<file path="config.mk">
export PLATFORM = sky130hd
export DESIGN_NAME = systolic_skew_buffer
export DESIGN_NICKNAME = d
export VERILOG_FILES = /design/src/rtl/systolic_skew_buffer.sv
export SDC_FILE = /design/constraint.sdc
export NUM_CORES = 1
export LEC_CHECK = 0
export CAP_MARGIN = 25
export CORE_ASPECT_RATIO = 0.6
export CORE_MARGIN = 5
export CORE_UTILIZATION = 40
export CTS_BUF_LIST = sky130_fd_sc_hd__clkbuf_4
export CTS_CLUSTER_DIAMETER = 100
export CTS_CLUSTER_SIZE = 8
export DETAILED_ROUTE_END_ITERATION = 7
export PLACE_DENSITY_LB_ADDON = 0.1
export SYNTH_ARGS = -nofsm -noshare
export SYNTH_HDL_FRONTEND = slang
export SYNTH_SLANG_ARGS = --single-unit
</file>
<file path="constraint.sdc">
create_clock -name axi_clk -period 1.1 [get_ports axi_clk]
set_input_delay 0.275 -clock axi_clk [delete_from_list [all_inputs] [get_ports axi_clk]]
set_output_delay 0.275 -clock axi_clk [all_outputs]
set_load 0.02 [all_outputs]
</file>
<file path="src/rtl/systolic_skew_buffer.sv">
// Systolic skew buffer: accepts one N-lane row per AXI4-Stream handshake and
// staggers it so that lane i reaches the array i+1 enabled cycles after the
// accepting edge. After a tile's last row it injects N-1 bubble rows so that
// the tile fully exits before the next one starts.
module systolic_skew_buffer #(
  parameter int N  = 4,
  parameter int DW = 8
) (
  input  logic            axi_clk,
  input  logic            axi_rst_n,
  input  logic            s_axis_valid,
  input  logic [N*DW-1:0] s_axis_data,
  input  logic            s_axis_last,
  output logic            s_axis_ready,
  input  logic            array_en,
  output logic [N*DW-1:0] out_data,
  output logic [N-1:0]    out_valid,
  output logic            out_last,
  output logic            busy
);

  // The drain counter must hold N-1; keep at least one bit for N=1.
  localparam int CW = (N > 1) ? $clog2(N) : 1;

  localparam logic [0:0] STREAM = 1'b0;
  localparam logic [0:0] DRAIN  = 1'b1;

  logic [N*DW-1:0] rowQ   [N];
  logic [N*DW-1:0] rowD   [N];
  logic [N-1:0]    validQ;
  logic [N-1:0]    validD;
  logic [N-1:0]    lastQ;
  logic [N-1:0]    lastD;
  logic [0:0]      stateQ;
  logic [0:0]      stateD;
  logic [CW-1:0]   cntQ;
  logic [CW-1:0]   cntD;
  logic            accept;

  assign s_axis_ready = array_en & (stateQ == STREAM);
  assign accept       = s_axis_valid & s_axis_ready;

  // Next contents of the shift chain: inject the accepted row or a bubble,
  // shift everything one stage along, and hold all of it while frozen.
  always_comb begin
    rowD   = rowQ;
    validD = validQ;
    lastD  = lastQ;
    if (array_en) begin
      rowD[0]   = accept ? s_axis_data : '0;
      validD[0] = accept;
      lastD[0]  = accept & s_axis_last;
      for (int k = 1; k < N; k++) begin
        rowD[k]   = rowQ[k-1];
        validD[k] = validQ[k-1];
        lastD[k]  = lastQ[k-1];
      end
    end
  end

  // Stream/drain control: a last row blocks new input for N-1 enabled cycles.
  always_comb begin
    stateD = stateQ;
    cntD   = cntQ;
    if (array_en) begin
      case (stateQ)
        STREAM: begin
          if (accept && s_axis_last && (N > 1)) begin
            stateD = DRAIN;
            cntD   = CW'(N - 1);
          end
        end
        DRAIN: begin
          cntD = cntQ - 1'b1;
          if (cntQ == CW'(1)) begin
            stateD = STREAM;
          end
        end
        default: begin
          stateD = STREAM;
          cntD   = '0;
        end
      endcase
    end
  end

  // State registers; reset clears the whole pipeline at once, even mid-drain.
  always_ff @(posedge axi_clk or negedge axi_rst_n) begin
    if (!axi_rst_n) begin
      for (int k = 0; k < N; k++) begin
        rowQ[k] <= '0;
      end
      validQ <= '0;
      lastQ  <= '0;
      stateQ <= STREAM;
      cntQ   <= '0;
    end else begin
      rowQ   <= rowD;
      validQ <= validD;
      lastQ  <= lastD;
      stateQ <= stateD;
      cntQ   <= cntD;
    end
  end

  // Each lane taps its own stage, which produces the diagonal skew.
  for (genvar i = 0; i < N; i++) begin : g_lane
    assign out_data[i*DW +: DW] = rowQ[i][i*DW +: DW];
    assign out_valid[i]         = validQ[i];
  end

  assign out_last = lastQ[N-1];
  assign busy     = (stateQ == DRAIN) | (|validQ);

endmodule

</file>
==> results.txt, run 1 <==
Setup Skew: 12.0 ps
Fin Setup TNS: -17490 ps
placed inst area: 4530 µm²
Netlist cell types: 19
minimum clock period: 1510 ps
first-pass GRT wire length: 12.7 mm
DP Cell Count: 482
crit-path max cell delay: 410 ps
grt total ovfl: 0
Psw: 3.10 mW
compound-cell area share of the yosys netlist: 5.96%
Reg area: 2280 µm²
Setup Crit Path Kind: reg -> out
Fillers: 813
Power Internal: 6.78 mW
Critical Path AT: 1230 ps
routed length per instance: 14.7 µm
htree depth: 3
largest family of logic cells by synthesized area: multiplexers
initial antenna violation count: 0
DR iter-0 viols: 83
CP cell instances: nor3_2 > nand2_1 > buf_6
DP Worst Slack: -371 ps
Post-Synth Simple-Gate Area: 4.93%
Post-Syn Instances: 313
Vias: 2382
latest clock arrival within the worst-skew pair: 440 ps
Seq pwr share: 44.7%
RePlAce Congestion: 0.668
Final nets: 415
Comb power frac: 36.7%
Pleak: 2.42 nW
multi-input combinational cell area: 1400 µm²
synth warn: 0
crit end category: output port
Slew HR: 76.9%
synthesized flop and latch total: 91
total track usage: 13.9%
Synth Area per Inst: 12.3 µm²
Clock power frac: 18.6%
CTS Sinks: 91
I/O pin count: 76
Residual DRC: 0
CP max stage cell: dfrtp_1
# diodes: 0
fin cells: 512
Finished Cell Area: 5290 µm²
Site Rows: 27
hpwl dp: 4.54 mm
FMAX: 663 MHz
# port buffers: 75
status: finished, violations left
Syn Std Cell Area: 3860 µm²
clock buffer count from CTS: 9
startpoint types: flip-flop
Syn Nets: 351
max cap viols: 0
failing checks: setup timing
Max IR drop VDD: 921 µV
CTS tree: done
Least-Margin Pin Slew: 346 ps
clock root buffer: clkbuf_4
Die Span Y: 86.1 µm
xor and xnor area share after synthesis: 0%
Final Hold Fails: 0
Power Density: 1870 nW/µm²
crit path buf inv count: 1
final period utilization: 137%
switching share of power: 31.4%
mux contribution to synthesized area: 16.0%
largest net degree at the start of global routing: 62
Clock Tree Buf Depth: 2
crit-path leading delay family: flip-flops
die area: 11800 µm²
DR pass1 iterations: 4
final setup margin: -408 ps
DRT Wirelength: 7.55 mm
initial core utilization: 41.6%
Worst EP required: 820 ps
clock transition at the registers of the reported paths: 140 ps
area grow syn2layout: 36.9%
WHS: 163 ps
Antenna Nets Post-Route: 0
final-report setup violation count: 76
post-synthesis sequential area ratio: 59.0%
Vias/cell: 4.65
ratio of cells with drive above 1 in the final layout: 46.9%
vias in the first global route: 2622
final slew viol count: 0
core area: 9290 µm²
Worst Path Max Fanout: 2
Die Span X: 137 µm
RSZ-0062 raised after global routing: yes
adder-cell share of the synthesized area: 0.324%
Min-Delay Path Class: in -> async
state kept, by name (all words and copies together) (netlist names):
signal and flops:
rowQ 48, out_data 32, lastQ 4, out_valid 4, cntQ 2, stateQ 1
power by group through the flow:
stage | clock, mW | sequential, mW | combinational, mW
finish | 1.84 | 4.42 | 3.62
global route | 2.09 | 4.51 | 3.87
CTS | 1.93 | 4.42 | 3.31
detailed placement | 0 | 4.42 | 2.54
global placement | 0 | 4.39 | 2.53
floorplan | 0 | 4.42 | 1.67
routing by layer:
| metal | wire length, µm | share of wire [%] | vias to the layer above | global-route usage (%) |
|---|---|---|---|---|
| li1 | - | - | 1138 | - |
| met1 | 3450 | 46 | 1182 | 17.9 |
| met2 | 3530 | 47 | 54 | 21.8 |
| met3 | 494 | 6.5 | 8 | 6.10 |
| met4 | 77 | 1.0 | 0 | 3.53 |
| met5 | 0 | 0 | - | 0 |
synthesized netlist by cell type (all sizes together):
master	instances	area, µm²
ha	1	12.5
and3	1	6.26
dfrtp	91	2280
and3b	1	8.76
nand2	35	131
mux2i	1	10.0
o2bb2ai	1	8.76
nor2b	1	6.26
nand2b	1	6.26
o22ai	33	206
nor3	3	20.0
nor2	3	11.3
inv	35	131
mux2	54	608
buf	50	402
a211oi	2	15.0
cells by family (layout without fill, tap and decap cells):
logic type,count (synthesis),count (layout)
buffers and inverters,85,154
AO/OA/AOI/OAI,36,36
adder cells (fa/ha/maj),1,1
multiplexers,55,55
AND/OR/NAND/NOR,45,45
flip-flops,91,91
worst paths after layout:
path / startpoint / end / slack [ps] / depth (start not counted)
worst min-delay path: axi_rst_n / out_valid[2]$_DFFE_PN0P_ / 160 / 2
worst min register to register: rowQ[112]$_DFFE_PN0P_ / rowQ[80]$_DFFE_PN0P_ / 510 / 1
max in group asynchronous: axi_rst_n / out_data[23]$_DFFE_PN0P_ / 440 / 3
worst max-delay path: out_valid[1]$_DFFE_PN0P_ / busy / -410 / 3
min in group axi_clk: s_axis_data[3] / out_data[3]$_DFFE_PN0P_ / 390 / 3
worst max register to register: stateQ$_DFFE_PN0P_ / rowQ[104]$_DFFE_PN0P_ / -320 / 7
layout make-up:
class | instances | area share [%]
Clock inverter | 6 | 1.23
Tap cell | 130 | 3.08
Multi-Input combinational cell | 137 | 26.5
Inverter | 35 | 2.49
Clock buffer | 10 | 1.42
Sequential cell | 91 | 43.1
Timing Repair Buffer | 103 | 22.2
what timing repair did:
item / CTS / global route
gates resized for setup: 276 / 23
cloned: 3 / 0
hold endpoints to repair: 91 / 0
setup buffers: 6 / 5
hold buffers: 1 / 0
pin swaps: 35 / 6
endpoints found under the setup margin: 74 / 76
stage by stage:
| step | power, mW | utilization (%) |
|---|---|---|
| global route | 10.5 | 56.9 |
| CTS | 9.66 | 55.2 |
| finish | 9.88 | 56.9 |
| detailed placement | 6.97 | 48.7 |
| floorplan | 6.10 | - |
| global placement | 6.92 | 48.7 |
cells in the final DEF (no fill, tap or decap), drive strengths merged:
| cell | n |
|---|---|
| dfrtp | 91 |
| a211oi | 2 |
| nor2b | 1 |
| nor2 | 3 |
| ha | 1 |
| o2bb2ai | 1 |
| mux2 | 54 |
| and3b | 1 |
| and3 | 1 |
| buf | 68 |
| nand2b | 1 |
| clkdlybuf4s50 | 34 |
| nand2 | 35 |
| nor3 | 3 |
| o22ai | 33 |
| bufinv | 1 |
| clkbuf | 10 |
| dlygate4sd3 | 1 |
| clkinv | 1 |
| mux2i | 1 |
| clkinvlp | 3 |
| inv | 36 |
worst reg2reg max path: cells and delay by family (launching register included):
kind	cells	cell delay, ps
AOI/OAI and AO/OA	1	90
DFF	1	450
buffers and inverters	5	640
and+or+nand+nor	1	160
No activity file was read; power rests on OpenSTA's default activity.
==> inputs of run 2 (changes only) <==
--- a/config.mk
+++ b/config.mk
@@ -8,7 +8,7 @@
 export CAP_MARGIN = 25
 export CORE_ASPECT_RATIO = 0.6
 export CORE_MARGIN = 5
-export CORE_UTILIZATION = 40
+export CORE_UTILIZATION = 35
 export CTS_BUF_LIST = sky130_fd_sc_hd__clkbuf_4
 export CTS_CLUSTER_DIAMETER = 100
 export CTS_CLUSTER_SIZE = 8
==> run 2 against run 1 <==
Net effect:
- the flow still finishes with violations (setup timing)
- via count grew 1.3%
- count of clock-buffer cells in the layout stayed put
- clock power is essentially flat
- die area rose by 13%
- final cell count grew 3.9%
- non-clock buffer count increased by 11
- combinational power down 1%
- utilization shrank 7.1 points
- routed wire length is 1.1% higher
- worst setup slack got worse by 10 ps
- maximum frequency is 0.67% lower
- critical endpoint unchanged
==> results.txt, run 2 (synthesis results as in run 1) <==
Comb power frac: 36.2%
area grow syn2layout: 37.4%
startpoint types: flip-flop
DP Cell Count: 493
highest-count cells in the layout ignoring fill and taps: dfrtp_1 (91), mux2_2 (54), buf_6 (46), nand2_1 (35), inv_1 (35)
Power Internal: 6.80 mW
final-report setup violation count: 76
fin cells: 532
ratio of cells with drive above 1 in the final layout: 48.6%
Setup Crit Path Kind: reg -> out
DR pass1 iterations: 4
RePlAce Congestion: 0.708
largest net degree at the start of global routing: 53
Power Density: 1850 nW/µm²
Clock Tree Buf Depth: 2
CTS tree: done
clock transition at the registers of the reported paths: 140 ps
I/O pin count: 76
Fillers: 937
Vias: 2414
most common cell after layout, fill and taps aside: dfrtp_1
Least-Margin Pin Slew: 273 ps
total track usage: 11.9%
DR iter-0 viols: 89
RSZ-0062 raised after global routing: yes
minimum clock period: 1520 ps
die area: 13300 µm²
final slew viol count: 0
Final Hold Fails: 0
htree depth: 3
failing checks: setup timing
routed length per instance: 14.3 µm
# diodes: 0
Clock power frac: 18.8%
Pleak: 2.50 nW
Max IR drop VDD: 851 µV
max reg flops: 48
clock buffer count from CTS: 9
Final nets: 426
total power: 9.84 mW
initial antenna violation count: 0
first-pass GRT wire length: 12.8 mm
Antenna Nets Post-Route: 0
final period utilization: 138%
switching share of power: 30.8%
Critical Path AT: 1240 ps
Min-Delay Path Class: in -> async
clock root buffer: clkbuf_4
status: finished, violations left
hpwl dp: 4.64 mm
Site Rows: 29
placed inst area: 4580 µm²
grt total ovfl: 0
max cap viols: 0
Finished Cell Area: 5310 µm²
Vias/cell: 4.54
Setup Skew: 18.6 ps
latest clock arrival within the worst-skew pair: 440 ps
Biggest register: rowQ
Die Span X: 146 µm
FMAX: 659 MHz
crit end category: output port
Worst Path Max Fanout: 2
CTS Sinks: 91
vias in the first global route: 2545
# port buffers: 75
Die Span Y: 91.4 µm
DRT Wirelength: 7.63 mm
core area: 10700 µm²
Residual DRC: 0
initial core utilization: 36.2%
Fin Setup TNS: -21710 ps
Worst EP required: 820 ps
Psw: 3.03 mW
Slew HR: 81.8%
Seq pwr share: 45.0%
final setup margin: -418 ps
run 2: changes by cell type in the layout (fill, tap and decap cells not counted), moves of 2 or more:
cell,previous run,this run
buf_12,6,10
clkinv_2,0,2
buf_16,3,0
o22ai_2,22,32
o22ai_4,11,1
buf_4,12,21
run 2: metrics by stage:
stage	setup WS [ps]	util [%]	hold WS [ps]
CTS	-471	48.1	188
detailed placement	-360	42.9	167
floorplan	21.4	-	-20.6
global placement	-368	42.9	166
global route	-535	49.7	200
finish	-418	49.7	220
run 2: path summary, 6_finish.rpt:
path                                           from                        to  slack, ps  cells past startpoint
setup / recovery           out_valid[0]$_DFFE_PN0P_                      busy       -420                      3
hold / removal                            axi_rst_n  out_valid[2]$_DFFE_PN0P_        220                      2
setup reg to reg                 stateQ$_DFFE_PN0P_  out_valid[0]$_DFFE_PN0P_       -420                      8
hold reg to reg               rowQ[114]$_DFFE_PN0P_      rowQ[82]$_DFFE_PN0P_        510                      1
max in group asynchronous                 axi_rst_n      rowQ[81]$_DFFE_PN0P_        390                      3
min in group axi_clk                s_axis_data[25]     rowQ[121]$_DFFE_PN0P_        380                      3
run 2: repair_timing:
| action | CTS | global route |
|---|---|---|
| gates cloned | 2 | 1 |
| pin swaps | 2 | 4 |
| gates resized for setup | 271 | 24 |
| setup buffers | 11 | 11 |
| endpoints found under the hold margin | 91 | 0 |
| endpoints found under the setup margin | 72 | 76 |
| hold buffers | 1 | 0 |
run 2: final cells by class:
class                           instances  area, µm²  share of cell area, %
Sequential cell                        91       2280                   42.9
Multi-Input combinational cell        137       1320                   24.9
Timing Repair Buffer                  114       1270                   23.9
Tap cell                              139        174                   3.28
Inverter                               35        131                   2.48
Clock buffer                           10       75.1                   1.41
Clock inverter                          6       63.8                   1.20
run 2: critical path, stage by stage (launching register included):
cell and delay, ps:
dfrtp_1 410, nor3_2 170, nand2_1 90, buf_6 130
run 2: layer usage:
layer  routed length, µm  global-route usage [%]  up-vias
met4                  99                    3.96        0
met3                 510                    5.12        9
met2                3210                    16.7       57
met5                   0                       0        -
li1                    -                       -     1162
met1                3810                    16.4     1186
run 2: power groups by stage:
stage / Sequential (mW) / Clock [mW] / Combinational (mW)
finish: 4.43 / 1.85 / 3.57
global route: 4.51 / 2.08 / 3.83
CTS: 4.41 / 1.94 / 3.21
detailed placement: 4.43 / 0 / 2.55
global placement: 4.40 / 0 / 2.53
floorplan: 4.42 / 0 / 1.67
==> inputs of run 3 (changes only) <==
--- a/config.mk
+++ b/config.mk
@@ -13,6 +13,7 @@
 export CTS_CLUSTER_DIAMETER = 100
 export CTS_CLUSTER_SIZE = 8
 export DETAILED_ROUTE_END_ITERATION = 7
+export GPL_ROUTABILITY_DRIVEN = 0
 export PLACE_DENSITY_LB_ADDON = 0.1
 export SYNTH_ARGS = -nofsm -noshare
 export SYNTH_HDL_FRONTEND = slang
==> results of run 3 <==
The final DEF is identical to that of run 2; final timing and power are the same.
